`src/rtl/apb2lb.sv`:
```
// rtl/apb2lb.sv - APB slave bridging single transfers onto a local bus with response timeout
module apb2lb #(
    parameter int ADDR_W  = 16,
    parameter int DATA_W  = 32,
    parameter int TIMEOUT = 255,
    localparam int STRB_W = DATA_W / 8
) (
    input  logic              clk,
    input  logic              rst,
    input  logic              psel,
    input  logic              penable,
    input  logic              pwrite,
    input  logic [ADDR_W-1:0] paddr,
    input  logic [DATA_W-1:0] pwdata,
    input  logic [STRB_W-1:0] pstrb,
    output logic [DATA_W-1:0] prdata,
    output logic              pready,
    output logic              pslverr,
    output logic [ADDR_W-1:0] lb_waddr,
    output logic [DATA_W-1:0] lb_wdata,
    output logic [STRB_W-1:0] lb_wstrb,
    output logic              lb_wen,
    input  logic              lb_wready,
    output logic [ADDR_W-1:0] lb_raddr,
    output logic              lb_ren,
    input  logic [DATA_W-1:0] lb_rdata,
    input  logic              lb_rvalid
);

    typedef enum logic [1:0] {
        IDLE  = 2'd0,
        WRITE = 2'd1,
        READ  = 2'd2,
        DONE  = 2'd3
    } state_t;

    // Counter value at which an unanswered request is abandoned.
    localparam logic [15:0] TIMEOUT_CNT = 16'(TIMEOUT);

    state_t      state;
    logic [15:0] wait_cnt;

    // Single FSM: accepts an APB setup in IDLE, holds the local-bus request until a
    // response or timeout, then pulses pready for one cycle in DONE.
    always_ff @(posedge clk or negedge rst) begin
        if (!rst) begin
            state    <= IDLE;
            wait_cnt <= 16'd0;
            prdata   <= '0;
            pready   <= 1'b0;
            pslverr  <= 1'b0;
            lb_waddr <= '0;
            lb_wdata <= '0;
            lb_wstrb <= '0;
            lb_wen   <= 1'b0;
            lb_raddr <= '0;
            lb_ren   <= 1'b0;
        end else begin
            case (state)
                IDLE: begin
                    pready  <= 1'b0;
                    pslverr <= 1'b0;
                    // Only the setup phase starts a transfer; responses arriving here are stale.
                    if (psel && !penable) begin
                        wait_cnt <= 16'd0;
                        if (pwrite) begin
                            lb_waddr <= paddr;
                            lb_wdata <= pwdata;
                            lb_wstrb <= pstrb;
                            lb_wen   <= 1'b1;
                            state    <= WRITE;
                        end else begin
                            lb_raddr <= paddr;
                            lb_ren   <= 1'b1;
                            state    <= READ;
                        end
                    end
                end
                WRITE: begin
                    // A response on the timeout edge still counts as a normal completion.
                    if (lb_wready) begin
                        lb_wen  <= 1'b0;
                        pready  <= 1'b1;
                        pslverr <= 1'b0;
                        state   <= DONE;
                    end else if (wait_cnt == TIMEOUT_CNT) begin
                        lb_wen  <= 1'b0;
                        pready  <= 1'b1;
                        pslverr <= 1'b1;
                        state   <= DONE;
                    end else begin
                        wait_cnt <= wait_cnt + 16'd1;
                    end
                end
                READ: begin
                    if (lb_rvalid) begin
                        lb_ren  <= 1'b0;
                        prdata  <= lb_rdata;
                        pready  <= 1'b1;
                        pslverr <= 1'b0;
                        state   <= DONE;
                    end else if (wait_cnt == TIMEOUT_CNT) begin
                        lb_ren  <= 1'b0;
                        prdata  <= '0;
                        pready  <= 1'b1;
                        pslverr <= 1'b1;
                        state   <= DONE;
                    end else begin
                        wait_cnt <= wait_cnt + 16'd1;
                    end
                end
                DONE: begin
                    pready  <= 1'b0;
                    pslverr <= 1'b0;
                    state   <= IDLE;
                end
                default: begin
                    state <= IDLE;
                end
            endcase
        end
    end

endmodule

```
`config.mk`:
```
export PLATFORM = sky130hd
export DESIGN_NAME = apb2lb
export DESIGN_NICKNAME = d
export VERILOG_FILES = /design/src/rtl/apb2lb.sv
export SDC_FILE = /design/constraint.sdc
export NUM_CORES = 1
export LEC_CHECK = 0
export BUFFER_PORTS_ARGS = -buffer_cell sky130_fd_sc_hd__buf_2
export CAP_MARGIN = 20
export CORE_MARGIN = 2
export CORE_UTILIZATION = 44
export DETAILED_ROUTE_END_ITERATION = 6
export MAX_ROUTING_LAYER = met4
export PLACE_DENSITY = 0.75
export SLEW_MARGIN = 5
export SYNTH_ARGS = -nofsm -noshare
export SYNTH_HDL_FRONTEND = slang
export SYNTH_SLANG_ARGS = --single-unit
```
`constraint.sdc`:
```
create_clock -name clk -period 1.9 [get_ports clk]
set_clock_uncertainty 0.1 [all_clocks]
set_input_delay 0.095 -clock clk [delete_from_list [all_inputs] [get_ports clk]]
set_output_delay 0.095 -clock clk [all_outputs]
set_load 0.02 [all_outputs]
```
* Yosys cells after proc, flatten, opt, wreduce, memory -nomap -nowiden
Cells that the tools add are included.
** Word-level totals
- Output and inout port bits :: 104
- Input bits :: 91
- Register bits :: 122
- Logic and storage cells :: 68
** Operators by class
- Reductions and logical operators :: 14
- Add/subtract/negate cells :: 1
- Bitwise gates (word level) :: 1
- Eq/ne operators :: 11
- Multiplexer cells :: 30
** Operator list (count)
- $mux W16 :: 4
- $mux W32 :: 2
- $pmux W16 S3 :: 1
- $add A16 B1 Y16 const B :: 1
- $eq A16 B8 Y1 const B :: 1
- $mux W1 :: 13
- $reduce_and A4 Y1 :: 3
- $mux W2 :: 5
- $ne A2 B2 Y1 const B :: 5
- $pmux W2 S4 :: 1
- $ne A3 B3 Y1 const B :: 2
- $pmux W1 S3 :: 2
- $reduce_and A3 Y1 :: 2
- $reduce_bool A2 Y1 :: 3
- $eq A2 B2 Y1 const B :: 2
- $pmux W1 S2 :: 2
- $reduce_bool A3 Y1 :: 1
- $eq A2 B1 Y1 const B :: 1
- $logic_not A2 Y1 :: 1
- $reduce_and A2 Y1 :: 1
- $reduce_or A2 Y1 :: 1
- $logic_and A1 B1 Y1 :: 1
- $logic_not A1 Y1 :: 1
- $not A1 Y1 :: 1

* Logic depth before layout (Yosys ltp)
- Word-level depth :: 4
- Gate-level depth with buffers :: 9
- Gate-level depth less buffers :: 7

* Worst setup path after synthesis
No wires, ideal clock.
- Kind :: register -> register
- Start :: reg state[0]
- End :: reg wait_cnt[15]
- Setup slack :: -0.130 ns
- Required time :: 1.680 ns
- Path buffers :: 2
- Period minus slack after synthesis :: 2.030 ns
- Cell stages (with the launch flop) :: 10
- Arrival time :: 1.809 ns
- Library setup time :: 0.120 ns
- Cells stage by stage :: dfrtp_1 > inv_1 > ha_1 > and2_1 > buf_2 > a211o_1 > buf_6 > o21ai_0 > a31oi_1 > a41o_1
** Between the ends
- Word-level cells in the longest chain between the ends :: 3
- Elaborated cells on any way between the ends :: 9
- Classes of those cells :: eq/ne: 5; mux: 1; reduce/logical: 3
** Ends and longest elaborated chain
- start, declared :: line 40 : state_t state;
- start signal, assigned :: line 47 : state <= IDLE;
- start signal, assigned :: line 71 : state <= WRITE;
- start signal, assigned :: line 75 : state <= READ;
- $eq A2 B2 Y1, or another cell as far along :: line 59 : case (state)
- $ne A2 B2 Y1 (no source line) or $reduce_bool A3 Y1 (tied branches)
- $reduce_and A4 Y1 (no source line)
- end signal, assigned :: line 92 : wait_cnt <= wait_cnt + 16'd1;
- end signal, assigned :: line 109 : wait_cnt <= wait_cnt + 16'd1;
- end, declared :: line 41 : logic [15:0] wait_cnt;
Parallel ways exist; a longest one is shown, timed or not.
A chain may end at the register's enable or synchronous reset.

* Worst setup path after layout
- Start :: reg state[1]
- End :: reg wait_cnt[13]
Same word-level chain as after synthesis.

==> results.json <==
{
  "status": "complete, but fails checks",
  "violations": "negative setup slack",
  "startpoint": "state[1]",
  "r2r-start": "state[1]",
  "synth_seq_cells": 122,
  "reg2reg_depth": 9,
  "synth_flop_cell": "dfrtp_1",
  "clkPwrFrac_pct": 24.4,
  "cts_tree": "done",
  "grt_max_degree": 53,
  "cts-root-buf": "clkbuf_16",
  "path_common_cell": "buf_6",
  "numCtsBuffers": 17,
  "maxCapViolations": 0,
  "combPwrFrac_pct": 43.0,
  "track_usage_pct": 25.5,
  "hp-class": "primary input to async pin",
  "die_w_microns": 112,
  "slowest_stage": "dfrtp_2",
  "cts.clk_slew.worst_paths_ns": 0.05,
  "critPathKind": "flip-flop to flip-flop",
  "cts_max_level": 4,
  "syn_area_per_cell_sq_um": 14.0,
  "ys_types": 52,
  "finalSetupViolCount": 5,
  "layout-drive-gt1-share_pct": 52.5,
  "finalMaxSlewViolations": 0,
  "ys_warn_count": 0,
  "syn-instance-count": 365,
  "via_count": 4413,
  "cp.required_ns": 2.09,
  "regArea_sq_um": 3060,
  "reg2reg_setup_slack_ns": -0.11,
  "viasPerCell": 5.23,
  "finalCriticalPeriod_ns": 2.01,
  "peakVddDrop_v": 0.00111,
  "final-hold-violation-count": 0,
  "critPathMaxStageDelay_ns": 0.45,
  "synth_area_sq_um": 5120,
  "async_flop_share_pct": 100,
  "gp_congestion": 0.874,
  "syn_to_final_growth_pct": 60.5,
  "synth_edf_count": 0,
  "tightest_slew_ns": 0.408,
  "cts_sinks": 122,
  "initial_core_util_pct": 45.0,
  "r2r_end": "wait_cnt[13]",
  "max_freq_mhz": 497,
  "synth_fp_nets": 463,
  "setup_slack_ns": -0.113,
  "post-place-ws_ns": -0.107,
  "wl_mm": 15.4,
  "path_max_fanout": 4,
  "ys_seq_area_share_pct": 59.7,
  "synth_top_area_share_pct": 59.7,
  "wl_per_cell_microns": 18.2,
  "relSlewSlack_pct": 72.8,
  "ant_nets": 0,
  "worstPathArrival_ns": 2.21,
  "yosys-top-cells-area": "dfrtp_1 60%, mux2_2 13%, a22o_1 5.6%",
  "clock_latency_ns": 0.40,
  "start_kind": "flip-flop",
  "gr-total-overflow": 0,
  "ioPinCount": 195,
  "cts.path.max_buffers": 2,
  "p_per_area_nw_per_um2": 1630,
  "power_w": 0.0134,
  "io_buffers": 194,
  "multiInputGateArea_sq_um": 2080,
  "core.rowCount": 39,
  "cp_cell_sequence": "inv_4 -> ha_4 -> a21oi_4 -> o2111ai_4 -> buf_6 -> buf_6 -> nor4_4 -> xnor2_1 -> nor2_1",
  "design.die.area_sq_um": 12500,
  "nets": 785,
  "hpwl_mm": 9.13,
  "grt_first_pass_wirelength_mm": 24.5,
  "grt_pass1_vias": 4795,
  "drc": 0,
  "finalCritPeriodShare_pct": 106,
  "pwr-share-seq_pct": 32.6,
  "synth_area_leader_cell": "dfrtp_1",
  "power_switching_w": 0.00505,
  "drt_pass1_iterations": 5,
  "dpl.cell_count": 716,
  "rsz0062_at_grt": "true",
  "p_leak_nw": 4.00,
  "fill_cells": 712,
  "end_kind": "flip-flop",
  "antenna_found_initial": 1,
  "fp.dieH_microns": 112,
  "coreArea_sq_um": 11400,
  "power.internal_w": 0.00832,
  "swShare_pct": 37.8,
  "drt_iter0_markers": 307,
  "layout.cells.non_filler": 843,
  "utilization_pct": 72.2
}
## worst max-delay path: cells and delay by family, from the launching register on
| kind | cells | cell delay (ns) |
|---|---|---|
| flops | 1 | 0.45 |
| simple gates | 2 | 0.34 |
| fa+ha+maj | 1 | 0.18 |
| xor+xnor | 1 | 0.16 |
| buf+inv | 3 | 0.35 |
| compound gates | 2 | 0.33 |
## state kept, by name (all words and copies together), names as in the netlist
register	count
state	2
lb_wstrb	4
wait_cnt	16
lb_wdata	32
lb_raddr	16
pready	1
prdata	32
lb_waddr	16
lb_ren	1
pslverr	1
lb_wen	1
## cells by family after synthesis
logic type               after synthesis  share of synthesized area, %
buffers and inverters                 26                          2.93
AO/OA/AOI/OAI                         78                          11.8
flip-flops                           122                          59.7
multiplexers                          68                          15.0
XOR/XNOR                               7                          1.20
AND/OR/NAND/NOR                       57                          7.73
adder cells (fa/ha/maj)                7                          1.71
## how the worst max path moves through the flow
stage | end | slack [ns] | cells past startpoint
finish | wait_cnt[13] | -0.11 | 9
global route | wait_cnt[13] | -0.17 | 9
CTS | wait_cnt[11] | -0.04 | 8
detailed placement | wait_cnt[15] | -0.11 | 7
global placement | wait_cnt[15] | -0.06 | 7
floorplan | wait_cnt[15] | -0.02 | 9
## stage by stage
stage | hold WS [ns] | TNS [ns] | area (sq um)
after global placement | -0.0793 | -0.0582 | 6510
after global routing | 0.0546 | -1.03 | 8210
final | 0.0320 | -0.248 | 8210
after CTS | 0.00349 | -0.0663 | 8080
after detailed placement | -0.0703 | -0.582 | 6510
after floorplan | -0.301 | -0.0191 | 5160
## layout by cell type, fill, tap and decap left out, drive strengths merged, types with 3 or more instances in the layout
| cell type | count |
|---|---|
| nand2 | 11 |
| clkbuf | 20 |
| nor3 | 4 |
| nand4 | 5 |
| a211oi | 3 |
| ha | 7 |
| nor4 | 4 |
| dfrtp | 122 |
| inv | 8 |
| bufinv | 3 |
| o31ai | 4 |
| nand3 | 6 |
| a21oi | 9 |
| dlygate4sd3 | 86 |
| and3 | 4 |
| clkinvlp | 3 |
| o21ai | 12 |
| buf | 236 |
| xnor2 | 5 |
| mux2 | 68 |
| nor2 | 13 |
| clkinv | 4 |
| a31oi | 3 |
| a22o | 33 |
## area by class of cell
class                           count  share of cell area [%]
Sequential cell                   122                    37.3
Inverter                            7                   0.411
Clock buffer                       20                    5.56
Clock inverter                     11                    1.77
Tap cell                          143                    2.18
Timing Repair Buffer              322                    27.5
Antenna cell                        1                  0.0305
Multi-Input combinational cell    217                    25.3
## timing repair
action	4_1_cts	5_1_grt
hold buffers	86	0
endpoints found under the setup margin	20	24
hold endpoints to repair	223	0
pin swaps	6	19
resized for setup	9	30
setup buffers	7	2
## synth_stat cells (all sizes together) (2+ instances only)
library cell  count
nand3             6
a211oi            3
xnor2             5
nor2b             2
a21o              2
inv               7
clkbuf            4
xor2              2
o21ai            12
a22o             33
nor4              4
o31ai             4
mux2             68
nor3b             2
nor3              4
ha                7
a21oi             9
buf              15
and4              2
and3              4
nand4             5
nor2             13
a31oi             3
dfrtp           122
nand2            11
## routing by layer
layer	up-vias	global-route usage, %	routed length, microns
met2	183	43.1	8230
met1	2215	28.8	5910
met5	-	-	0
met3	25	7.08	879
li1	1990	-	-
met4	0	10.1	331
## power by group through the flow
stage / clock network, W / logic [W] / registers [W]
after global placement: 0 / 0.00503 / 0.00425
after global routing: 0.00345 / 0.00610 / 0.00449
after CTS: 0.00331 / 0.00553 / 0.00429
after detailed placement: 0 / 0.00517 / 0.00432
after floorplan: 0 / 0.00192 / 0.00561
final: 0.00327 / 0.00574 / 0.00435
(Power assumes the default switching activity.)
